$ cat config.mk
export PLATFORM = sky130hd
export DESIGN_NAME = instruction_fetch_unit
export DESIGN_NICKNAME = d
export VERILOG_FILES = /design/src/rtl/instruction_fetch_unit.sv
export SDC_FILE = /design/constraint.sdc
export NUM_CORES = 1
export LEC_CHECK = 0
export BUFFER_PORTS_ARGS = -buffer_cell sky130_fd_sc_hd__buf_2
export CAP_MARGIN = 30
export CORE_ASPECT_RATIO = 0.75
export CORE_MARGIN = 2
export CORE_UTILIZATION = 40
export CTS_BUF_LIST = sky130_fd_sc_hd__clkbuf_4
export DETAILED_ROUTE_END_ITERATION = 7
export PLACE_DENSITY = 0.73
export SYNTH_ARGS = -nofsm -noshare
export SYNTH_HDL_FRONTEND = slang
export SYNTH_SLANG_ARGS = --single-unit
$ cat constraint.sdc
create_clock -name Clock -period 1.7 [get_ports Clock]
set_input_delay 0.17 -clock Clock [delete_from_list [all_inputs] [get_ports Clock]]
set_output_delay 0.17 -clock Clock [all_outputs]
set_load 0.05 [all_outputs]
$ cat src/rtl/instruction_fetch_unit.sv
// Fetch stage: runs one outstanding read per fetch, latches the word into IR
// and pulses PC_enable once per completed fetch; reports misaligned/timeout faults.
module instruction_fetch_unit #(
  parameter int ADDR_W  = 32,
  parameter int DATA_W  = 32,
  parameter int TIMEOUT = 15,
  parameter int CNT_W   = 16
) (
  input  logic              Clock,
  input  logic              Reset_n,
  input  logic [ADDR_W-1:0] PC,
  input  logic              Fetch_req,
  input  logic              Stall,
  input  logic              IR_ack,
  input  logic              Fault_clr,
  input  logic              Mem_ready,
  input  logic [DATA_W-1:0] Mem_data,
  output logic [ADDR_W-1:0] Mem_addr,
  output logic              Mem_read,
  output logic [DATA_W-1:0] IR,
  output logic [ADDR_W-1:0] IR_PC,
  output logic              IR_valid,
  output logic              PC_enable,
  output logic              Busy,
  output logic              Misaligned,
  output logic              Timeout,
  output logic [CNT_W-1:0]  Fetch_count
);

  typedef enum logic [1:0] {
    IDLE     = 2'd0,
    WAIT_MEM = 2'd1,
    VALID    = 2'd2,
    FAULT    = 2'd3
  } fetchState_t;

  localparam logic [7:0] TIMEOUT_LAST = 8'(TIMEOUT - 1);

  fetchState_t state;
  logic [7:0]  waitCnt;

  // PC_enable is cleared every cycle by default so it can only ever be a
  // single-cycle pulse, raised on the WAIT->VALID transition.
  always_ff @(posedge Clock or negedge Reset_n) begin
    if (!Reset_n) begin
      state       <= IDLE;
      waitCnt     <= '0;
      Mem_addr    <= '0;
      Mem_read    <= 1'b0;
      IR          <= '0;
      IR_PC       <= '0;
      IR_valid    <= 1'b0;
      PC_enable   <= 1'b0;
      Busy        <= 1'b0;
      Misaligned  <= 1'b0;
      Timeout     <= 1'b0;
      Fetch_count <= '0;
    end else begin
      PC_enable <= 1'b0;
      case (state)
        IDLE: begin
          if (Fetch_req && !Stall) begin
            if (PC[1:0] == 2'b00) begin
              Mem_addr <= PC;
              IR_PC    <= PC;
              Mem_read <= 1'b1;
              Busy     <= 1'b1;
              waitCnt  <= '0;
              state    <= WAIT_MEM;
            end else begin
              Misaligned <= 1'b1;
              state      <= FAULT;
            end
          end
        end

        WAIT_MEM: begin
          if (Mem_ready) begin
            IR          <= Mem_data;
            IR_valid    <= 1'b1;
            Mem_read    <= 1'b0;
            Busy        <= 1'b0;
            PC_enable   <= 1'b1;
            Fetch_count <= Fetch_count + 1'b1;
            state       <= VALID;
          end else if (waitCnt == TIMEOUT_LAST) begin
            // Give up without PC_enable so PC stays on the faulting address.
            Mem_read <= 1'b0;
            Busy     <= 1'b0;
            Timeout  <= 1'b1;
            state    <= FAULT;
          end else begin
            waitCnt <= waitCnt + 8'd1;
          end
        end

        VALID: begin
          if (IR_ack) begin
            IR_valid <= 1'b0;
            state    <= IDLE;
          end
        end

        FAULT: begin
          if (Fault_clr) begin
            Misaligned <= 1'b0;
            Timeout    <= 1'b0;
            state      <= IDLE;
          end
        end

        default: state <= IDLE;
      endcase
    end
  end

endmodule

======== After elaboration in Yosys (flattened, before gate mapping) ========
Index checks and enable logic that the tools add are counted.
operators by class
  reduce and logical (&&, ||, !) cells .... 16
  eq/ne operators ......................... 14
  $add $sub $neg .......................... 2
  mux-type cells .......................... 29
operator list
  kind                     count
  $mux W8                  4
  $ne A2 B2 Y1 const B     9
  $add A16 B1 Y16 const B  1
  $pmux W8 S2              1
  $reduce_and A4 Y1        4
  $mux W1                  13
  $mux W2                  6
  $add A8 B1 Y8 const B    1
  $eq A8 B4 Y1 const B     1
  $pmux W1 S2              4
  $pmux W2 S4              1
  $reduce_bool A2 Y1       4
  $reduce_and A3 Y1        2
  $reduce_and A5 Y1        1
  $eq A2 B2 Y1 const B     2
  $logic_not A2 Y1         2
  $ne A3 B3 Y1 const B     1
  $eq A2 B1 Y1 const B     1
  $reduce_and A2 Y1        1
  $logic_and A1 B1 Y1      1
  $logic_not A1 Y1         1
word-level totals
  output and inout bits ................... 118
  word-level logic and storage cells ...... 71
  input bits .............................. 71
  register bits ........................... 95

======== Longest topological paths before layout ========
  word-level depth ........................ 4
  mapped depth ............................ 7
  depth with buffers taken out ............ 6

======== Least setup slack after synthesis ========
No wires, ideal clock.
  kind .................................... register -> register
  start point ............................. register waitCnt[0]
  end point ............................... register waitCnt[3]
  library setup time ...................... 0.121 ns
  required time ........................... 1.579 ns
  path buffers ............................ 0
  clock period less this slack ............ 1.707 ns
  slack ................................... -0.007 ns
  cell stages (with the launch flop) ...... 7
  arrival time ............................ 1.586 ns
  cell sequence ........................... dfrtp_1 > inv_1 > ha_1 > nor3b_1 > a2111oi_4 > a211o_1 > a22o_1
between the ends
  longest elaborated chain between the ends .. 4
  elaborated cells between the ends (all ways) .. 7
  classes of those cells .................. add/sub (1); eq/ne (2); mux (3); reduce/logical (1)
ends and longest elaborated chain
  item                      line  text
  start: declaration        40    logic [7:0] waitCnt;
  start signal: assignment  93    waitCnt <= waitCnt + 8'd1;
  $add A8 B1 Y8             93
  $mux W8                   86    end else if (waitCnt == TIMEOUT_LAST) begin
  $mux W8                   78    if (Mem_ready) begin
  $pmux W8 S2               60    case (state)
Parallel ways exist; a longest one is shown, timed or not. The select of a mux whose other input is x is not followed.
A chain may end at the register's enable or synchronous reset.

======== Worst setup path in the final report ========
  start point ............................. register waitCnt[2]
  end point ............................... register waitCnt[3]
The elaborated chain is that of the path after synthesis.

==> results.md <==
- Largest net degree at the start of global routing: 46
- Worst Path Class, Setup: reg -> reg
- Effective utilization at floorplan: 40.6%
- Setup_tns: 0 ns
- Crit path time final: 1.64 ns
- Final Skew: 0.0222 ns
- CP endpoint kind: register
- Post-route ant nets: 0
- Number of synthesized register bits: 95
- # fillers: approximately 840
- Final setup vio count: 0
- Chip height: around 90 microns
- Layout Cells excl Fill: about 820
- Drt via density: 4.65
- PwrDens: just under 2000 nW/um^2
- Top cell type by total area after synthesis: dfrtp_1
- Highest clock rate: between 600 and 700 MHz
- Final hold slack: approximately 0.098 ns
- Synth Area per Inst: 9.30 sq um
- H-Tree Depth: 3
- Die X: roughly 120 microns
- Ports: 189
- Critical path origin: waitCnt[2]
- Worst-Margin Slew: around 0.47 ns
- CTS Buffer Depth: 2
- Number of synthesis warnings: 0
- Area growth syn-to-layout: 43.5%
- Final Util: 58.3%
- Worst min-delay path class: in -> reg
- Leak: 0.00333 uW
- Worst R2R Setup Slack: 0.06 ns
- Starting DRC count in detailed routing: 152
- RSZ-0062 raised after global routing: yes
- Synth cell types: 38
- Initial antenna violation count: 0
- Clock latency on the worst-skew pair: 0.43 ns
- Worst vdd ir: 1.23 mV
- Predominant post-synthesis flop cell: dfrtp_1
- Synth Area in Compound Gates: ~4.5%
- Placed cells: 735
- DP HPWL: slightly below 7000 microns
- Simple-gate portion of the synthesized area: 25.3%
- Vias in the first global route: 3716
- Cell with the most instances after synthesis: nand2_1
- Total number of vias: between 3k and 4k
- Synthesized area: 4150 sq um
- CP Max Fanout: 7
- Nets: 755
- Largest family of logic cells by synthesized area: simple AND/OR/NAND/NOR gates
- Sinks on the clock net: 95
- Syn nets: 520
- Share of the synthesized area in the top cell type: about 57%
- Max cap viols: 0
- I/O Buffers: 188
- Num CTS Buffers: 9
- Period utilization: 96.6%
- Gr ovfl total: 0
- WL/cell: 12.8 microns
- Type of origin of the critical path: register
- Async set-or-reset flop fraction in the synthesized netlist: 100%
- Worst path cell trace: and4bb_2 > a2111oi_4 > a211o_1 > a22o_1
- Antenna diode count: 0
- CP Data Required Time: 2.08 ns
- Synth top area cells: dfrtp_1, nand2_1, buf_4
- XOR/XNOR Fraction of Synth Area: about 3.2%
- Final hold violation count: 0
- Post-route DRC violation count: 0
- Status: completed
- Routability cong.: 0.848
- Max incr delay on CP: approximately 0.52 ns
- First drt pass iteration count: 4
- CTS tree: yes
- Clk slew on worst S/H paths: 0.14 ns
- All-Layer GR Usage: 19.3%
- Detailed Route WL: 10500 microns
- Post-synthesis mux area share: 0.241%
- Worst R2R Start: waitCnt[2]
- Post-Syn Instances: 446
- Number of max-slew violations in the final report: 0
- CP max-delay cell: a2111oi_4
- Max-slew headroom: 69.0%
- Sequential share of the synthesized area: 57.3%
- Min-delay src: IR_ack
- Critical path arrival: ~2 ns
- DIE AREA: 11200 sq um
- EDFF count, synth: 0
- Share of cells above drive strength 1: between 30% and 40%
- Core box area: 10200 sq um
- Synth cell count leaders: nand2_1, dfrtp_1, buf_4
- Root Driver: clkbuf_4
- Adder and majority cell fraction of the synthesized area: 0.905%
- Placed cell areas: approximately 5000 sq um
- Design Area, Final: 5950 sq um
- Num rows: 32
- First-pass GRT wire length: 17300 microns
what timing repair did:
item / 4_1_cts / 5_1_grt
endpoints found under the hold margin: 93 / 0
gates cloned: 0 / 0
endpoints found under the setup margin: 1 / 44
pin swaps: 0 / 5
setup buffers: 0 / 7
hold buffers: 64 / 0
gates resized for setup: 1 / 8
registers in the layout (all words and copies together) (netlist names):
signal,count
IR,32
IR_PC,32
Fetch_count,16
waitCnt,8
state,2
Busy,1
IR_valid,1
Misaligned,1
PC_enable,1
Timeout,1
where the power goes:
group | switching, uW | internal [uW] | total [uW] | leakage (uW)
logic | 5170 | 1520 | 6690 | 0.00203
clock network | 702 | 518 | 1220 | 0.0000820
registers | 615 | 3070 | 3680 | 0.00123
area by class of cell:
class	instances	area [sq um]	area share, %
clock buffer	13	97.6	1.64
tap	136	170	2.86
clock inverter	3	43.8	0.736
multi-input combinational	294	1450	24.3
sequential	95	2380	40.0
inverter	8	30.0	0.504
timing repair buffer	273	1780	29.9
through the flow:
stage	total power (uW)	worst slack, ns
after floorplan	9000	0.0350
after global placement	10000	0.116
after detailed placement	10100	0.0282
after CTS	11500	0.0247
after global routing	12300	-0.0338
final	11600	0.0573
critical path: cells and delay by family (launching register included):
family,cells,cell delay [ns]
flops,1,0.46
compound gates,3,0.86
simple gates,1,0.28
kinds of logic (layout without fill, tap and decap cells):
family | Yosys count | count (layout)
fa+ha+maj | 3 | 3
flops | 95 | 95
compound gates | 26 | 26
mux | 1 | 1
xor+xnor | 15 | 15
buf+inv | 57 | 297
simple gates | 249 | 249
layout by cell type, fill, tap and decap left out, types with 2 or more instances in the layout:
cell	netlist	final
and2_1	3	3
xor2_1	3	3
nand2_1	199	199
nand3_1	11	11
nand4_1	7	7
xnor2_1	12	12
or4_1	3	3
o21ai_0	7	6
clkbuf_4	0	13
buf_4	33	18
inv_1	7	7
dlygate4sd3_1	0	64
ha_1	3	3
dfrtp_1	95	93
nor2_1	10	10
o31ai_1	3	3
o211ai_1	2	2
dfrtp_2	0	2
nand2b_1	3	3
buf_2	4	187
buf_12	0	3
and3_1	4	4
a21oi_1	8	8
nor3b_4	1	2
routing by layer:
layer | up-vias | track usage (%) | wire length, microns
met3 | 10 | 5.72 | 946
met4 | 0 | 5.17 | 130
li1 | 1851 | - | -
met1 | 1778 | 23.8 | 4480
met5 | - | 0 | 0
met2 | 185 | 33.1 | 4940
final timing paths:
kind                              end  cells past startpoint
min                          IR_valid                      4
max in group asynchronous   IR_PC[15]                      3
max                        waitCnt[3]                      4
min in group asynchronous      IR[12]                      2
max reg2reg                waitCnt[3]                      4
min reg2reg                     IR[0]                      2
Power figures use the tool's default switching activity.
